===== src/rtl/servo_pwm_multi.sv =====
// Multi-channel hobby-servo PWM generator: shared 1 us timebase, per-channel clamped
// position->width conversion, double-buffered at frame boundaries. Optional: SERVO_SLEW_EN.
module servo_pwm_multi #(
    parameter int unsigned CLK_HZ    = 50000000,
    parameter int unsigned NUM_CH    = 4,
    parameter int unsigned POS_W     = 8,
    parameter int unsigned POS_MAX   = 180,
    parameter int unsigned MIN_US    = 1000,
    parameter int unsigned MAX_US    = 2000,
    parameter int unsigned FRAME_US  = 20000,
    parameter int unsigned RESET_POS = 90,
    parameter int unsigned SLEW_US   = 20,
    localparam int unsigned CH_W     = (NUM_CH > 1) ? $clog2(NUM_CH) : 1
) (
    input  logic                   clk,
    input  logic                   rst,
    input  logic                   wr_en,
    input  logic [CH_W-1:0]        wr_ch,
    input  logic [POS_W-1:0]       wr_pos,
    input  logic [NUM_CH-1:0]      ch_en,
    output logic [NUM_CH-1:0]      pwm_out,
    output logic                   frame_start,
    output logic [NUM_CH*16-1:0]   cur_width
);

    localparam int unsigned DIV     = CLK_HZ / 1000000;
    localparam int unsigned DIV_W   = $clog2(DIV);
    localparam int unsigned US_W    = $clog2(FRAME_US);
    localparam int unsigned RST_P   = (RESET_POS > POS_MAX) ? POS_MAX : RESET_POS;
    localparam logic [15:0] RESET_W = 16'(MIN_US + (RST_P * (MAX_US - MIN_US)) / POS_MAX);

    function automatic logic [15:0] pos_to_width(input logic [POS_W-1:0] pos);
        logic [31:0] p;
        p = 32'(pos);
        if (p > POS_MAX) p = POS_MAX;
        return 16'(MIN_US + (p * (MAX_US - MIN_US)) / POS_MAX);
    endfunction

`ifdef SERVO_SLEW_EN
    localparam logic [15:0] SLEW_W = 16'(SLEW_US);

    function automatic logic [15:0] slew_step(input logic [15:0] cur, input logic [15:0] tgt);
        logic [15:0] res;
        res = tgt;
        if (tgt > cur && (tgt - cur) > SLEW_W)      res = cur + SLEW_W;
        else if (cur > tgt && (cur - tgt) > SLEW_W) res = cur - SLEW_W;
        return res;
    endfunction
`endif

    logic [DIV_W-1:0]  div_cnt_q, div_cnt_d;
    logic [US_W-1:0]   us_cnt_q, us_cnt_d;
    logic              frame_start_q;
    logic [NUM_CH-1:0] pwm_q, pwm_d;
    logic [NUM_CH-1:0] en_q, en_d;
    logic [15:0]       pend_q [NUM_CH];
    logic [15:0]       pend_d [NUM_CH];
    logic [15:0]       act_q  [NUM_CH];
    logic [15:0]       act_d  [NUM_CH];
    logic              us_tick, boundary;
    logic [15:0]       wr_width;

    always_comb begin
        us_tick   = (div_cnt_q == DIV_W'(DIV - 1));
        boundary  = us_tick && (us_cnt_q == US_W'(FRAME_US - 1));
        div_cnt_d = us_tick ? '0 : div_cnt_q + 1'b1;
        us_cnt_d  = us_cnt_q;
        if (us_tick) us_cnt_d = (us_cnt_q == US_W'(FRAME_US - 1)) ? '0 : us_cnt_q + 1'b1;

        wr_width = pos_to_width(wr_pos);
        pend_d   = pend_q;
        act_d    = act_q;
        en_d     = en_q;
        for (int k = 0; k < NUM_CH; k++) begin
            if (wr_en && wr_ch == CH_W'(k)) pend_d[k] = wr_width;
        end

        // Frame boundary: the pending widths and enables become the next frame's settings.
        if (boundary) begin
            en_d = ch_en;
            for (int k = 0; k < NUM_CH; k++) begin
`ifdef SERVO_SLEW_EN
                act_d[k] = slew_step(act_q[k], pend_q[k]);
`else
                act_d[k] = pend_q[k];
`endif
            end
        end

        // Output is computed from next-state values so the rising edge lands with frame_start.
        for (int k = 0; k < NUM_CH; k++) begin
            pwm_d[k] = en_d[k] && (32'(us_cnt_d) < 32'(act_d[k]));
        end
    end

    always_ff @(posedge clk) begin
        if (rst) begin
            div_cnt_q     <= '0;
            us_cnt_q      <= '0;
            frame_start_q <= 1'b0;
            pwm_q         <= '0;
            en_q          <= '0;
            for (int k = 0; k < NUM_CH; k++) begin
                pend_q[k] <= RESET_W;
                act_q[k]  <= RESET_W;
            end
        end else begin
            div_cnt_q     <= div_cnt_d;
            us_cnt_q      <= us_cnt_d;
            frame_start_q <= boundary;
            pwm_q         <= pwm_d;
            en_q          <= en_d;
            pend_q        <= pend_d;
            act_q         <= act_d;
        end
    end

    always_comb begin
        cur_width = '0;
        for (int k = 0; k < NUM_CH; k++) cur_width[16*k +: 16] = act_q[k];
    end

    assign pwm_out     = pwm_q;
    assign frame_start = frame_start_q;

endmodule


===== config.mk =====
export PLATFORM = sky130hd
export DESIGN_NAME = servo_pwm_multi
export DESIGN_NICKNAME = d
export VERILOG_FILES = /design/src/rtl/servo_pwm_multi.sv
export SDC_FILE = /design/constraint.sdc
export NUM_CORES = 1
export LEC_CHECK = 0
export BUFFER_PORTS_ARGS = -buffer_cell sky130_fd_sc_hd__buf_2
export CORE_ASPECT_RATIO = 2
export CORE_UTILIZATION = 56
export DETAILED_ROUTE_END_ITERATION = 10
export HOLD_SLACK_MARGIN = 0.05
export PLACE_DENSITY = 0.82
export SLEW_MARGIN = 20
export SYNTH_ARGS = -nofsm -noshare
export SYNTH_HDL_FRONTEND = slang
export SYNTH_SLANG_ARGS = --single-unit

===== constraint.sdc =====
create_clock -name clk -period 16.24 [get_ports clk]
set_input_delay 3.248 -clock clk [delete_from_list [all_inputs] [get_ports clk]]
set_output_delay 3.248 -clock clk [all_outputs]
set_load 0.02 [all_outputs]

Word-level counts from Yosys, hierarchy flattened:

Index checks and enable logic that the tools add are counted.

* div/mod/pow operators: 1
* equal/unequal tests: 5
* mux-type cells: 5
* reductions and logical operators: 11
* add/subtract/negate cells: 3
* multipliers: 1
* magnitude comparators: 5

Operators by type and width (number)
* $lt A15 B16 Y1: 4
* $mux W64: 1
* $div A32 B8 Y32 const B: 1
* $mul A32 B7 Y29 const B: 1
* $mux W15: 2
* $add A10 B16 Y16 const A: 1
* $add A15 B1 Y15 const B: 1
* $eq A15 B15 Y1 const B: 1
* $logic_and A1 B1 Y1: 9
* $gt A8 B8 Y1 const B: 1
* $mux W8: 1
* $add A6 B1 Y6 const B: 1
* $eq A6 B6 Y1 const B: 1
* $eq A2 B2 Y1 const B: 2
* $mux W4: 1
* $eq A2 B1 Y1 const B: 1
* $logic_not A2 Y1: 1
* $reduce_or A2 Y1: 1

* bits of input ports: 17
* flip-flop bits (word level): 158

Longest topological paths before layout:

Gate-level depths: netlist (run 1).

* depth after elaboration: 5
* mapped depth: 63
* mapped depth without buffers: 55

Worst setup path before layout (run 1):

OpenSTA, ideal clock, no wires.

* path type: input-to-reg
* from: in wr_pos[0]
* to: reg pend_q[0] (netlist bit)
* setup time: 131 ps
* path slack: -274 ps
* stages: 57
* arrival time: 16383 ps
* buffers on the path: 3
* cells stage by stage: o21ai_0 > a21oi_1 > o21ai_0 > nand2_1 > inv_1 > fa_1 > inv_1 > fa_1 > fa_1 > fa_1 > inv_1 > ha_1 > a21oi_1 > o21ai_2 > a41o_1 > o21a_1 > nor3_1 > or3_1 > [21 not listed] > buf_2 > xnor2_1 > inv_1 > ha_1 > nand2_1 > nor3_1 > a31oi_1 > nand2_2 > o21ai_1 > buf_4 > xnor2_2 > ha_1 > nand2_1 > a21oi_1 > a21oi_1 > or3_1 > a221oi_2 > o41ai_1

* word-level cells in the longest chain between the ends: 5

Ends and longest elaborated chain
* start, declared: RTL line 19 `input logic [POS_W-1:0] wr_pos,`
* $gt A8 B8 Y1: RTL line 35 `if (p > POS_MAX) p = POS_MAX;`
* $mux W8 *: RTL line 35
* $mul A32 B7 Y29 *: RTL line 36 `return 16'(MIN_US + (p * (MAX_US - MIN_US)) / POS_MAX);`
* $div A32 B8 Y32 *: RTL line 36
* $add A10 B16 Y16 *: RTL line 36
* end signal, assigned: RTL line 113 `pend_q <= pend_d;`
* end, declared: RTL line 56 `logic [15:0] pend_q [NUM_CH];`

Mark *: on every way between the ends. The rest lies on a longest branch, timed or not.
A chain may end at the register's enable or synchronous reset.

Worst setup path in the final report (run 1):

* from: in wr_pos[0]
* to: reg pend_q[48] (netlist bit)

Same word-level chain as after synthesis.

==> results of run 1 <==
==> metal layers <==
layer  routed length (µm)  share of wire  global-route usage
met2                21200           0.54              0.6620
met4                 3507          0.090              0.2979
met5                    0              0                   0
met3                 1989          0.051             0.05342
met1                12390           0.32              0.2981
==> worst paths after layout <==
path	endpoint	from
hold / removal	pend_q[11]	pend_q[11]
setup reg to reg	pwm_out[1]	div_cnt_q[1]
hold reg to reg	pend_q[11]	pend_q[11]
setup / recovery	pend_q[48]	wr_pos[0]
==> sequential cells by signal, summed over array words and instances, names as in the netlist <==
register / flops
frame_start: 1
pwm_out: 4
us_cnt_q: 15
pend_q: 56
en_q: 4
div_cnt_q: 6
cur_width: 64
==> area by class of cell <==
cell class                      count  area (µm²)  share of cell area
Tap cell                          269       336.6             0.02273
Inverter                           57       214.0             0.01445
Multi-Input combinational cell   1181        9000              0.6078
Clock buffer                       27       633.1             0.04275
Timing Repair Buffer              230        1551              0.1048
Clock inverter                      4       70.07            0.004732
Sequential cell                   150        3003              0.2028
==> layout by cell type, fill, tap and decap left out, drive strengths merged, types with 7 or more instances in the layout <==
master	count
a31oi	9
ha	103
nand3b	12
nor2	156
dfxtp	150
nand4	15
a211o	27
mux2i	69
a211oi	24
nor3	38
or2	11
o21ai	64
or3	8
and3	13
xor2	13
inv	56
a21oi	93
and2	14
nand2	131
nand3	29
buf	230
mux2	11
a31o	7
and4	8
a21o	13
nand2b	53
clkbuf	27
o21a	16
nor2b	28
nor3b	7
a221oi	8
o31ai	8
fa	20
o211ai	15
nor4	14
xnor2	45
==> what timing repair did <==
item,CTS,global route
endpoints found under the setup margin,0,8
buffers inserted,0,22
resized for setup,0,92
==> through the flow <==
stage	hold WS (ps)	cells	setup TNS [ps]	setup slack, ps
2_1_floorplan	433.4	1455	0	12.47
3_3_place_gp	441.2	1865	0	117.8
3_5_place_dp	448.4	1865	-1530	-355.3
4_1_cts	457.2	1896	0	71.47
5_1_grt	472.4	1918	-604.8	-140.1
6_report	456.6	1918	0	403.2
==> cells by family after synthesis <==
logic type	synth area share
AO/OA/AOI/OAI	0.2224
adder cells (fa/ha/maj)	0.1446
buffers and inverters	0.04306
multiplexers	0.06865
AND/OR/NAND/NOR	0.2270
other	0.0003117
flip-flops	0.2496
XOR/XNOR	0.04442
==> worst min-delay path: cells and delay by family, from the launching register on <==
kind / cells / cell delay [ps]
and+or+nand+nor: 1 / 50
DFF: 1 / 310
AOI/OAI and AO/OA: 1 / 50
==> out/qor.csv, run 1 <==
metric,value,unit
cp-start-kind,input pin,
ys.flop_type,dfxtp_1,
io_pins,86,
die_h,209.3,µm
finalHoldViolations,0,
crit_family,compound AO/OA/AOI/OAI gates,
grt_pass1_wl,60100,µm
fill_cells,1534,
synth_area_leaders,"dfxtp_1, ha_1, mux2i_1",
synth_top_area_share,0.2496,
fin_crit_sh,0.9752,
die-area,0.02211,mm²
synth_area_leader_cell,dfxtp_1,
nets,1785,
diodes,0,
h-tree-depth,4,
grt_start_max_net_pins,78,
clock_latency,490,ps
hp-class,reg2reg,
firstDrtPassIters,8,
worstPathRequired,16570,ps
r2r_cells,28,
path_class,in2reg,
final_layout_size_suffix_gt1_frac,0.2371,
antenna_left,0,
fin_crit,15840,ps
drv_cap,0,
drt-total-wl,39090,µm
clockRootBuffer,clkbuf_16,
tightestPinTransition,1097,ps
gp_congestion,0.9424,
initial_utilization,0.5723,
cp-end-kind,flip-flop,
cp.depth,59,
clkSinkCount,150,
syn_area_per_cell,8.273,µm²
fp.coreArea,0.02102,mm²
synth.most_common_cell,nor2_1,
synth.ff_latch_count,150,
synth-edff-count,0,
clockBufferDepth,3,
dr.first_iter.drc_count,869,
worstPathArrival,16160,ps
synth_cell_types,102,
vias_per_cell,6.491,
cts_tree,yes,
run_status,finished with violations,
antenna_found_initial,0,
timing.critical_path.buf_inv,9,
clk_pin_slew_worst_paths,60,ps
clock_skew,18.05,ps
syn-instance-count,1454,
cts_inserted_buffers,25,
yosys-top-cells-count,"nor2_1, dfxtp_1, nand2_1",
die_x,105.6,µm
final_area,0.01481,mm²
violations,design-rule violations,
async_flop_share,0,
slew_headroom,0.2623,
dpl_cell_area,0.01345,mm²
grt_use_total,0.3430,
maxSlewViolCount,0,
place_hpwl,27910,µm
syn_to_final_growth,23.10,%
crit_path_max_fanout,12,
min_path_cells,2,
fin_util,0.7045,
ctsHoldBuffers,0,
rows,75,
drcViolationCount,2,
ys_seq_area_frac,0.2496,
overflow,0,
slowest_delay,580,ps
netlist_area,0.01203,mm²
io_buffers,85,
r2r_slack,10220,ps
grt_pass1_vias,12501,
yosysWarnings,0,
finalSetupViolCount,0,
cp_slowest_cell,fa_1,
num_vias,12450,
wl_per_cell,20.38,µm
max_freq,63.14,MHz
Power of run 1 is left out: the tool's default activity adds up to more than one toggle a clock period on the data nets, which glitch-free logic cannot reach.
==> run 2, diff against run 1 <==
ABC_AREA = 1   (was not set)
==> run 2 against run 1 <==
  * The flow now finishes without violations
  * Global-route usage is 3.8 points lower
  * Utilization decreased by 7.0 points
  * Non-clock buffer count decreased by 137
  * Highest routed layer unchanged
  * Critical path type unchanged
==> out/qor.csv, run 2 <==
metric,value,unit,change
drv_cap,0,,unchanged
cts_tree,yes,,unchanged
fin_crit,14950,ps,was 15840 ps
timing.critical_path.buf_inv,15,,was 9
async_flop_share,0,,unchanged
clock_latency,440,ps,was 490 ps
multi_input_area,0.007521,mm²,was 0.009000 mm²
num_vias,11096,,was 12450
grt_start_max_net_pins,74,,was 78
grt_use_total,0.3054,,was 0.3430
mostFrequentLayoutCells,"nand2_1, inv_1, dfxtp_1",,"was nor2_1, dfxtp_1, buf_4"
wl_per_cell,16.07,µm,was 20.38 µm
grt_pass1_vias,11139,,was 12501
cp-end-kind,flip-flop,,unchanged
synth.most_common_cell,nand2_1,,was nor2_1
synth_area_leaders,"dfxtp_1, nand2_1, ha_1",,"was dfxtp_1, ha_1, mux2i_1"
final_layout_size_suffix_gt1_frac,0.1793,,was 0.2371
syn_to_final_growth,11.33,%,was 23.10%
fill_cells,1824,,was 1534
cts_inserted_buffers,17,,was 25
netlist_area,0.01161,mm²,was 0.01203 mm²
drt-total-wl,32060,µm,was 39090 µm
vias_per_cell,5.562,,was 6.491
cp_slowest_cell,fa_1,,unchanged
die-area,0.02134,mm²,was 0.02211 mm²
run_status,finished clean,,was finished with violations
yosysWarnings,0,,unchanged
syn-instance-count,1640,,was 1454
clkSinkCount,150,,unchanged
finalSetupTns,0,ps,unchanged
crit_path_max_fanout,12,,unchanged
h-tree-depth,4,,unchanged
firstDrtPassIters,5,,was 8
place_hpwl,25640,µm,was 27910 µm
clock_skew,10.39,ps,was 18.05 ps
gp_congestion,0.9315,,was 0.9424
io_buffers,85,,unchanged
path_class,in2reg,,unchanged
antenna_found_initial,0,,unchanged
hp-class,reg2reg,,unchanged
synth-edff-count,0,,unchanged
yosys-top-cells-count,"nand2_1, inv_1, dfxtp_1",,"was nor2_1, dfxtp_1, nand2_1"
tightestPinTransition,1199,ps,was 1097 ps
worstPathArrival,15280,ps,was 16160 ps
clockBufferDepth,2,,was 3
synth.ff_latch_count,150,,unchanged
max_freq,66.89,MHz,was 63.14 MHz
largest_register_ffs,64,,unchanged
die_x,103.8,µm,was 105.6 µm
worstPathRequired,16570,ps,about the same
syn_area_per_cell,7.078,µm²,was 8.273 µm²
ys_seq_area_frac,0.2587,,was 0.2496
slowest_delay,550,ps,was 580 ps
maxSlewViolCount,0,,unchanged
dr.first_iter.drc_count,473,,was 869
synth_top_area_share,0.2587,,was 0.2496
antenna_left,0,,unchanged
pre_cts_ws,636.8,ps,was -355.3 ps
die_h,205.6,µm,was 209.3 µm
clockRootBuffer,clkbuf_16,,unchanged
finalHoldViolations,0,,unchanged
rsz0062_at_grt,false,,
fin_crit_sh,0.9206,,was 0.9752
post_cts_buffers,0,,unchanged
synth_area_leader_cell,dfxtp_1,,unchanged
fp.coreArea,0.02037,mm²,was 0.02102 mm²
slew_headroom,0.1948,,was 0.2623
ctsHoldBuffers,0,,unchanged
seq_area,0.003003,mm²,unchanged
fin_ws,1290,ps,was 403.2 ps
clk_pin_slew_worst_paths,60,ps,about the same
crit_family,simple AND/OR/NAND/NOR gates,,was compound AO/OA/AOI/OAI gates
crit_top_cell,nand2_1,,
synth_cell_types,57,,was 102
rows,74,,was 75
diodes,0,,unchanged
overflow,0,,unchanged
drcViolationCount,0,,was 2
grt_pass1_wl,51180,µm,was 60100 µm
nets,1856,,was 1785
ys.flop_type,dfxtp_1,,unchanged
io_pins,86,,unchanged
initial_utilization,0.5699,,was 0.5723
cp-start-kind,input pin,,unchanged
finalSetupViolCount,0,,unchanged
layout_commonest_cell,nand2_1,,was nor2_1
run 2: changes by cell type after synthesis, moves of 21 or more:
| cell | delta |
|---|---|
| a211o_1 | -27 |
| inv_1 | +155 |
| inv_2 | +29 |
| mux2i_1 | -39 |
| nand2_1 | +261 |
| nand2_2 | +54 |
| nand2_4 | +21 |
| nand2b_1 | -53 |
| nand3_1 | +85 |
| nor2_1 | -50 |
| nor2b_1 | -28 |
| xnor2_1 | -36 |
run 2: tightest hold or removal path, stage by stage, from the launching register on:
cell and delay (ps):
dfxtp_1 300, inv_1 60, nor3_1 50
run 2: worst paths after layout:
path                              startpoint    endpoint  slack [ps]  cells past startpoint
worst min-delay path              pend_q[61]  pend_q[61]         450                      2
worst max-delay path               wr_pos[7]   pend_q[0]        1290                     88
worst max register to register  div_cnt_q[1]  pwm_out[2]       11550                     16
worst min register to register    pend_q[61]  pend_q[61]         450                      2
run 2: metal layers:
metal | part of all wire | track usage | vias to the layer above
met1 | 0.30 | 0.2319 | 5129
met5 | 0 | 0 | -
met3 | 0.040 | 0.05702 | 178
li1 | - | - | 5447
met4 | 0.10 | 0.3010 | 0
met2 | 0.55 | 0.6136 | 342
run 2: metrics by stage:
stage	hold WS (ps)	std cells	util	area (µm²)
3_3_place_gp	431.8	1963	0.6019	12260
2_1_floorplan	424.2	1641	-	11610
4_1_cts	452.1	1995	0.6334	12900
5_1_grt	482.4	1995	0.6345	12920
6_report	450.2	1995	0.6345	12920
3_5_place_dp	443.4	1963	0.6019	12260
run 2: what timing repair did:
action | in CTS | in global routing
gates resized for setup | 0 | 5
hold endpoints to repair | 0 | 0
setup endpoints to repair | 0 | 4
run 2: layout make-up:
cell class	count	area share
clock buffers	18	0.03398
well taps	266	0.02575
clock inverters	14	0.01559
inverters	248	0.07280
multi-input cells	1206	0.5820
repair buffers	93	0.03756
flip-flops and latches	150	0.2324
run 2: kinds of logic after synthesis:
group | count (synthesis) | synth area share
DFF | 150 | 0.2587
and+or+nand+nor | 820 | 0.3528
buffers and inverters | 285 | 0.09668
muxes | 32 | 0.02802
AOI/OAI and AO/OA | 203 | 0.09841
xor gates and xnor gates | 26 | 0.01962
other | 1 | 0.0003230
adders and majority gates | 123 | 0.1455
Power of run 2 is left out for the same reason.
